### src/rtl/axis_result_tx.sv
// Row FIFO plus 2:1 serializer: buffers 128-bit PPU result rows and emits each as two
// 64-bit AXI-Stream beats (low half first), with TLAST on the final beat of a tile.
module axis_result_tx #(
    parameter int DATA_W     = 64,
    parameter int ROW_W      = 128,
    parameter int FIFO_DEPTH = 4,
    parameter int M_W        = 16
) (
    input  logic              clk,
    input  logic              rst,
    input  logic              i_start,
    input  logic [M_W-1:0]    i_cfg_m_dim,
    input  logic              i_row_valid,
    output logic              o_row_ready,
    input  logic [ROW_W-1:0]  i_row_data,
    output logic [DATA_W-1:0] axis_out_tdata,
    output logic              axis_out_tvalid,
    input  logic              axis_out_tready,
    output logic              axis_out_tlast,
    output logic              o_busy,
    output logic              o_done
);

    localparam int AW = (FIFO_DEPTH > 1) ? $clog2(FIFO_DEPTH) : 1;
    localparam int CW = AW + 1;

    typedef enum logic [1:0] {
        IDLE   = 2'd0,
        STREAM = 2'd1,
        DONE   = 2'd2
    } state_t;

    state_t             state;
    logic [ROW_W-1:0]   mem [FIFO_DEPTH];
    logic [AW-1:0]      wr_ptr;
    logic [AW-1:0]      rd_ptr;
    logic [AW-1:0]      rd_next;
    logic [CW-1:0]      count;
    logic [M_W-1:0]     m_dim;
    logic [M_W-1:0]     rows_in;
    logic [M_W-1:0]     rows_out;
    logic [M_W-1:0]     last_row;
    logic               half;
    logic               fifo_full;
    logic               push;
    logic               fire;
    logic               pop;
    logic [ROW_W-1:0]   head;
    logic [ROW_W-1:0]   head_next;

    // Full is judged on the registered count, so a same-cycle pop never frees a slot early.
    assign fifo_full   = (count == CW'(FIFO_DEPTH));
    assign o_row_ready = (state == STREAM) && !fifo_full && (rows_in < m_dim);
    assign push        = o_row_ready && i_row_valid;
    assign fire        = axis_out_tvalid && axis_out_tready;
    assign pop         = fire && half;
    assign last_row    = (m_dim != '0) ? (m_dim - M_W'(1)) : '0;
    assign rd_next     = rd_ptr + AW'(1);
    assign head        = mem[rd_ptr];
    assign head_next   = mem[rd_next];
    assign o_busy      = (state == STREAM);
    assign o_done      = (state == DONE);

    // Row storage carries no reset; only pointers and counts define its contents.
    always_ff @(posedge clk) begin
        if (push) begin
            mem[wr_ptr] <= i_row_data;
        end
    end

    always_ff @(posedge clk) begin
        if (rst) begin
            state           <= IDLE;
            axis_out_tvalid <= 1'b0;
            axis_out_tlast  <= 1'b0;
            axis_out_tdata  <= '0;
            wr_ptr          <= '0;
            rd_ptr          <= '0;
            count           <= '0;
            m_dim           <= '0;
            rows_in         <= '0;
            rows_out        <= '0;
            half            <= 1'b0;
        end else begin
            case (state)
                IDLE: begin
                    if (i_start) begin
                        m_dim           <= i_cfg_m_dim;
                        rows_in         <= '0;
                        rows_out        <= '0;
                        half            <= 1'b0;
                        wr_ptr          <= '0;
                        rd_ptr          <= '0;
                        count           <= '0;
                        axis_out_tvalid <= 1'b0;
                        axis_out_tlast  <= 1'b0;
                        state           <= (i_cfg_m_dim != '0) ? STREAM : DONE;
                    end
                end

                STREAM: begin
                    if (push) begin
                        wr_ptr  <= wr_ptr + AW'(1);
                        rows_in <= rows_in + M_W'(1);
                    end
                    if (pop) begin
                        rd_ptr   <= rd_next;
                        rows_out <= rows_out + M_W'(1);
                    end
                    count <= count + CW'(push) - CW'(pop);

                    // The output register always holds a beat of the FIFO head while valid.
                    if (!axis_out_tvalid) begin
                        if (count != '0) begin
                            axis_out_tdata  <= head[DATA_W-1:0];
                            axis_out_tlast  <= 1'b0;
                            axis_out_tvalid <= 1'b1;
                            half            <= 1'b0;
                        end
                    end else if (fire) begin
                        if (!half) begin
                            axis_out_tdata <= head[ROW_W-1:DATA_W];
                            axis_out_tlast <= (rows_out == last_row);
                            half           <= 1'b1;
                        end else if (axis_out_tlast) begin
                            axis_out_tvalid <= 1'b0;
                            axis_out_tlast  <= 1'b0;
                            half            <= 1'b0;
                            state           <= DONE;
                        end else if (count > CW'(1)) begin
                            // Head is popped this edge; the following row starts without a bubble.
                            axis_out_tdata <= head_next[DATA_W-1:0];
                            axis_out_tlast <= 1'b0;
                            half           <= 1'b0;
                        end else begin
                            axis_out_tvalid <= 1'b0;
                            half            <= 1'b0;
                        end
                    end
                end

                DONE: begin
                    state <= IDLE;
                end

                default: begin
                    state <= IDLE;
                end
            endcase
        end
    end

endmodule

### config.mk
export PLATFORM = sky130hd
export DESIGN_NAME = axis_result_tx
export DESIGN_NICKNAME = d
export VERILOG_FILES = /design/src/rtl/axis_result_tx.sv
export SDC_FILE = /design/constraint.sdc
export NUM_CORES = 1
export LEC_CHECK = 0
export CORE_ASPECT_RATIO = 0.8
export CORE_UTILIZATION = 38
export CTS_CLUSTER_DIAMETER = 150
export DETAILED_ROUTE_END_ITERATION = 10
export REMOVE_ABC_BUFFERS = 1
export SETUP_SLACK_MARGIN = 0.1
export SLEW_MARGIN = 20
export SYNTH_ARGS = -nofsm -noshare
export SYNTH_HDL_FRONTEND = slang
export SYNTH_SLANG_ARGS = --single-unit
### constraint.sdc
create_clock -name clk -period 12.93 [get_ports clk]
set_input_delay 1.9395 -clock clk [delete_from_list [all_inputs] [get_ports clk]]
set_output_delay 1.9395 -clock clk [all_outputs]
set_load 0.03 [all_outputs]
-- Yosys cells after proc, flatten, opt, wreduce, memory -nomap -nowiden
Memories as Yosys holds them, arrays and structs flattened. A register that Yosys moved wholly into a read port is not among the register bits.
Cells that the tools add are included.
- register bits after elaboration: 124
- memory bits (writable): 512
- input port bits: 149
- output and inout bits: 69
- word-level logic and storage cells: 103
- memories: 1
- memory list (name ; depth ; width ; rd ports ; clocked after Yosys merged registers in ; wr ports ; line ; source):
    mem ; 4 ; 128 ; 2 ; 1 ; 1 ; 34 ; logic [ROW_W-1:0] mem [FIFO_DEPTH];
- $add $sub $neg: 7
- magnitude comparators: 2
- eq/ne operators: 16
- mux-type cells: 47
- reductions and logical operators: 19
- operator list (operator ; count):
    2-to-1 mux 64 bit ; 6
    2-to-1 mux 16 bit ; 4
    one-hot mux 16 bit (2 select lines) ; 2
    adder 16 x 1 -> 16 bit, second input constant ; 2
    nonzero test 16 bit ; 2
    2-to-1 mux 2 bit ; 11
    == test 16 bit ; 1
    < comparator 16 bit ; 1
    2-to-1 mux 1 bit ; 16
    subtractor 16 x 1 -> 16 bit, second input constant ; 1
    one-hot mux 2 bit (2 select lines) ; 3
    inequality test 2 x 1 -> 1 bit, second input constant ; 5
    AND reduction 5 bit ; 2
    inequality test 3 x 2 -> 1 bit, second input constant ; 3
    inequality test 2 bit, second input constant ; 3
    one-hot mux 1 bit (2 select lines) ; 3
    one-hot mux 3 bit (2 select lines) ; 1
    AND reduction 3 bit ; 2
    logical AND 1 bit ; 5
    adder 2 x 1 -> 2 bit, second input constant ; 2
    AND reduction 2 bit ; 2
    AND reduction 4 bit ; 1
    nonzero test 2 bit ; 2
    adder 3 x 1 -> 3 bit ; 1
    other kinds (10) ; 10

-- Depth between registers and ports, before layout
- depth in word-level cells: 8
- gate-level depth with buffers: 17

-- Least setup slack after synthesis
No wires, ideal clock.
- path kind: input port to flip-flop
- from: input i_row_valid
- to: memory mem[0][0] (enable)
- setup time: 502 ps
- arrival: 5452 ps
- data required time: 12428 ps
- slack: 6975 ps
- cell stages on the path: 4
- path buffers: 1
- path through: nand2_1 o21ba_2 clkbuf_1 and2_1
- longest elaborated chain between the ends: 3
- RTL lines (element ; line ; source):
    start: declaration ; 13 ; input logic i_row_valid,
    logical AND 1 bit ; 54 ; assign push = o_row_ready && i_row_valid;
    2-to-1 mux 1 bit ; 66 ; if (push) begin
    2-to-1 mux 1 bit (not written as such) ; 67 ; mem[wr_ptr] <= i_row_data;
    end: declaration ; 34 ;
Every way passes these cells.

-- Final worst setup path
- from: register m_dim[9]
- to: output o_row_ready
- longest elaborated chain between the ends: 2
- RTL lines (element ; line ; source):
    start: declaration ; 39 ; logic [M_W-1:0] m_dim;
    start signal: assignment ; 88 ; m_dim <= i_cfg_m_dim;
    < comparator 16 bit ; 53 ; assign o_row_ready = (state == STREAM) && !fifo_full && (rows_in < m_dim);
    logical AND 1 bit ; 53 ;
    end: declaration ; 14 ; output logic o_row_ready,
Every way passes these cells.

==> run metrics <==
worst-path cell chain=inv_1 > ha_1 > a21o_1 > a21o_1 > a21oi_1 > o211a_1 > o21a_1 > clkdlybuf4s50_1; total setup violations reported at the end of the flow=0; Top Family by Delay on Critical Path=compound AO/OA/AOI/OAI gates; Worst-Skew Late Latency=around 600 ps; highest fanout seen on the critical path=4; transition time at the pin with the least slew margin=1110 ps; clock tree from TritonCTS=done; placer congestion estimate=0.838; Core ar.=0.0705 sq mm; # H-tree levels=3; clock-pin slew of the registers on the worst-case setup and hold paths=around 60 ps; layout cell share with drive strength beyond 1=0.175; final number of hold-violating endpoints=0; post-route clock skew=approximately 16 ps; Post-Synthesis Mean Instance Area=15.5 sq um; final critical-path setup slack=between 7000 and 8000 ps; net total in the final layout=2125; Hold WC Path Type=reg2reg; Max Cap Violations=0; CTS Hold Bufs=0; number of antenna violations at the first check in global routing=19; destination of the worst register-to-register timing path=mem[3][59]$_DFFE_PP_; EDFF count, synth=512; unrepaired setup endpoints after global routing=no; count of buffer and inverter cells on the critical path=2; starting density of the core=0.385; Die X-Extent=301 um; WL met3=5030 um; Reg2Reg Launch Point=m_dim[9]$_SDFFE_PP0P_; power per unit of standard cell area=138 mW/mm^2; number of iterations in the first detailed-routing pass=5; number of cells in the design after placement=2811; DIE AREA=slightly above 0.07 sq mm; longest individual stage delay on the worst path=670 ps; most common flop cell mapped by yosys=edfxtp_1; run status=finished, final reports clean; instance count along the most critical hold path=2; critical path startpoint category=register; amount of wire on met2 after detailed routing=32700 um; number of synthesis warnings=0; critical path class=reg2out; leakage=10.0 nW; commonest non-fill, non-tap cell in the layout=edfxtp_1; startpoint of the lowest-slack hold path=axis_out_tdata[19]$_SDFFE_PP0P_; Critical Path End Type=primary output; Total Routed Length=between 60000 and 70000 um; endpoint of the worst hold path=axis_out_tdata[19]$_SDFFE_PP0P_; DRC marker count from the first detailed-route iteration=~1200; number of global-route vias before repair=16900; # rows=87; pin count of the biggest net entering global routing=66; count of mapped cells out of synthesis=1750; total track usage=0.193; Reg2Reg Setup Slack=8150 ps; wire length of the first global-routing pass=104000 um; final total negative setup slack=0 ps; crit path time final=5270 ps; DR vias/cell=5.55; layout-stage area growth over the synthesis result=20.2%; worst endpoint required time=10990 ps; # resized after CTS=0; IO buf count=roughly 220; beginning of the critical path=m_dim[9]$_SDFFE_PP0P_; clock net sink count=approximately 640; cts bufs inserted=68; ys async rst share=0; worst r2r path cells=10; Max-slew headroom=0.260; per-cell routed wire length=23.7 um; number of fill cells in the layout=between 6000 and 7000; post-synth design cell area=approximately 0.027 sq mm; part of the cycle the worst path needs=0.407; highest-count cells in the layout ignoring fill and taps=edfxtp_1, nand2_1, clkdlybuf4s50_1; pre-CTS setup slack=7380 ps; slowest stage cell, crit path=clkdlybuf4s50_1; total routed wire length on the met1 layer=30200 um; number of antenna-violating nets in the routed design=0; most common cell type on the critical path=a21o_1; top achievable clock speed=0.190 GHz; root buffer cell=clkbuf_16; number of buffers inserted to repair setup after CTS=0; highest layer used for signal routing=met5; pins over their slew limit=0; Max clock buf depth=3; synthesis-stage register bit count=638; data arrival time of the worst path=3330 ps; # DRC=0; Unique masters post-synth=a little over 60; IO Count=218; remaining global-route overflow=0; peak supply drop=0.0000780 V; half-perimeter wire length after detailed placement=40600 um; sequential-to-total area share from yosys stat=0.659; Die Height=241 um; count of non-filler cells in the finished layout=2944; via count=16400
[logic make-up (layout without fill, tap and decap cells)]
group,Yosys count,count (layout),share of synthesized area
other,0,6,0
multiplexers,193,193,0.160
adder cells (fa/ha/maj),27,27,0.0127
flip-flops,638,638,0.659
XOR/XNOR,27,27,0.00899
AND/OR/NAND/NOR,476,476,0.0800
buffers and inverters,142,396,0.0208
AO/OA/AOI/OAI,247,247,0.0585
[Yosys cell counts, types with 9 or more instances]
master	count	share of area
xor2_1	15	0.0048
mux4_2	192	0.16
o211ai_1	65	0.018
buf_2	17	0.0031
edfxtp_1	512	0.57
clkbuf_1	77	0.011
nor4_1	14	0.0032
dfxtp_1	126	0.093
buf_1	18	0.0025
inv_1	27	0.0037
nand3_1	86	0.016
o21ai_0	17	0.0031
nor2_1	43	0.0059
xnor2_1	11	0.0035
nand4_1	18	0.0041
a21oi_1	112	0.021
and2_1	9	0.0021
nand2_1	265	0.037
ha_1	26	0.012
[how the worst max path moves through the flow]
stage / end / cells after the start
final: o_row_ready / 8
after global routing: o_row_ready / 8
after CTS: o_row_ready / 8
after detailed placement: mem[3][122]$_DFFE_PP_ / 6
after global placement: mem[3][122]$_DFFE_PP_ / 6
after floorplan: axis_out_tdata[0]$_SDFFE_PP0P_ / 5
[metrics by stage]
stage | hold slack (ps) | total power, mW | util | cell area [sq um]
finish | 455 | 4.50 | 0.462 | 32600
global route | 475 | 4.64 | 0.462 | 32600
detailed placement | 449 | 2.53 | 0.429 | 30200
CTS | 458 | 4.55 | 0.462 | 32600
floorplan | 451 | 2.42 | - | 26700
global placement | 448 | 2.53 | 0.429 | 30200
[final cells by class]
type,instances,area [sq um],share of cell area
sequential,638,17900,0.549
multi-input combinational,970,8700,0.267
timing repair buffer,243,2380,0.0731
clock buffer,93,1910,0.0585
tap,934,1170,0.0358
clock inverter,32,417,0.0128
inverter,28,106,0.00326
antenna,6,15.0,0.000460
[tightest hold or removal path: cells and delay by family, from the launching register on]
family / cells / cell delay (ps)
simple gates: 1 / 50
flops: 1 / 310
compound gates: 1 / 50
[routing by layer]
| metal | track usage | vias up |
|---|---|---|
| li1 | - | 7301 |
| met1 | 0.260 | 8407 |
| met2 | 0.308 | 495 |
| met3 | 0.0491 | 122 |
| met4 | 0.0591 | 26 |
| met5 | 0 | - |
[power by group]
| group | internal, mW | total [mW] | switching [mW] | leakage, nW |
|---|---|---|---|---|
| combinational | 0.0978 | 0.228 | 0.130 | 3.28 |
| clock | 1.20 | 2.01 | 0.807 | 1.12 |
| sequential | 2.25 | 2.26 | 0.0164 | 5.64 |
[sequential cells by signal, summed over array words and instances (netlist names), named ones only]
| register | flops |
|---|---|
| axis_out_tdata | 64 |
| axis_out_tlast | 1 |
| axis_out_tvalid | 1 |
| count | 3 |
| half | 1 |
| m_dim | 16 |
| mem | 512 |
| rd_ptr | 2 |
| rows_in | 16 |
| rows_out | 16 |
| state | 2 |
| wr_ptr | 2 |
No activity file was read; power rests on OpenSTA's default activity.
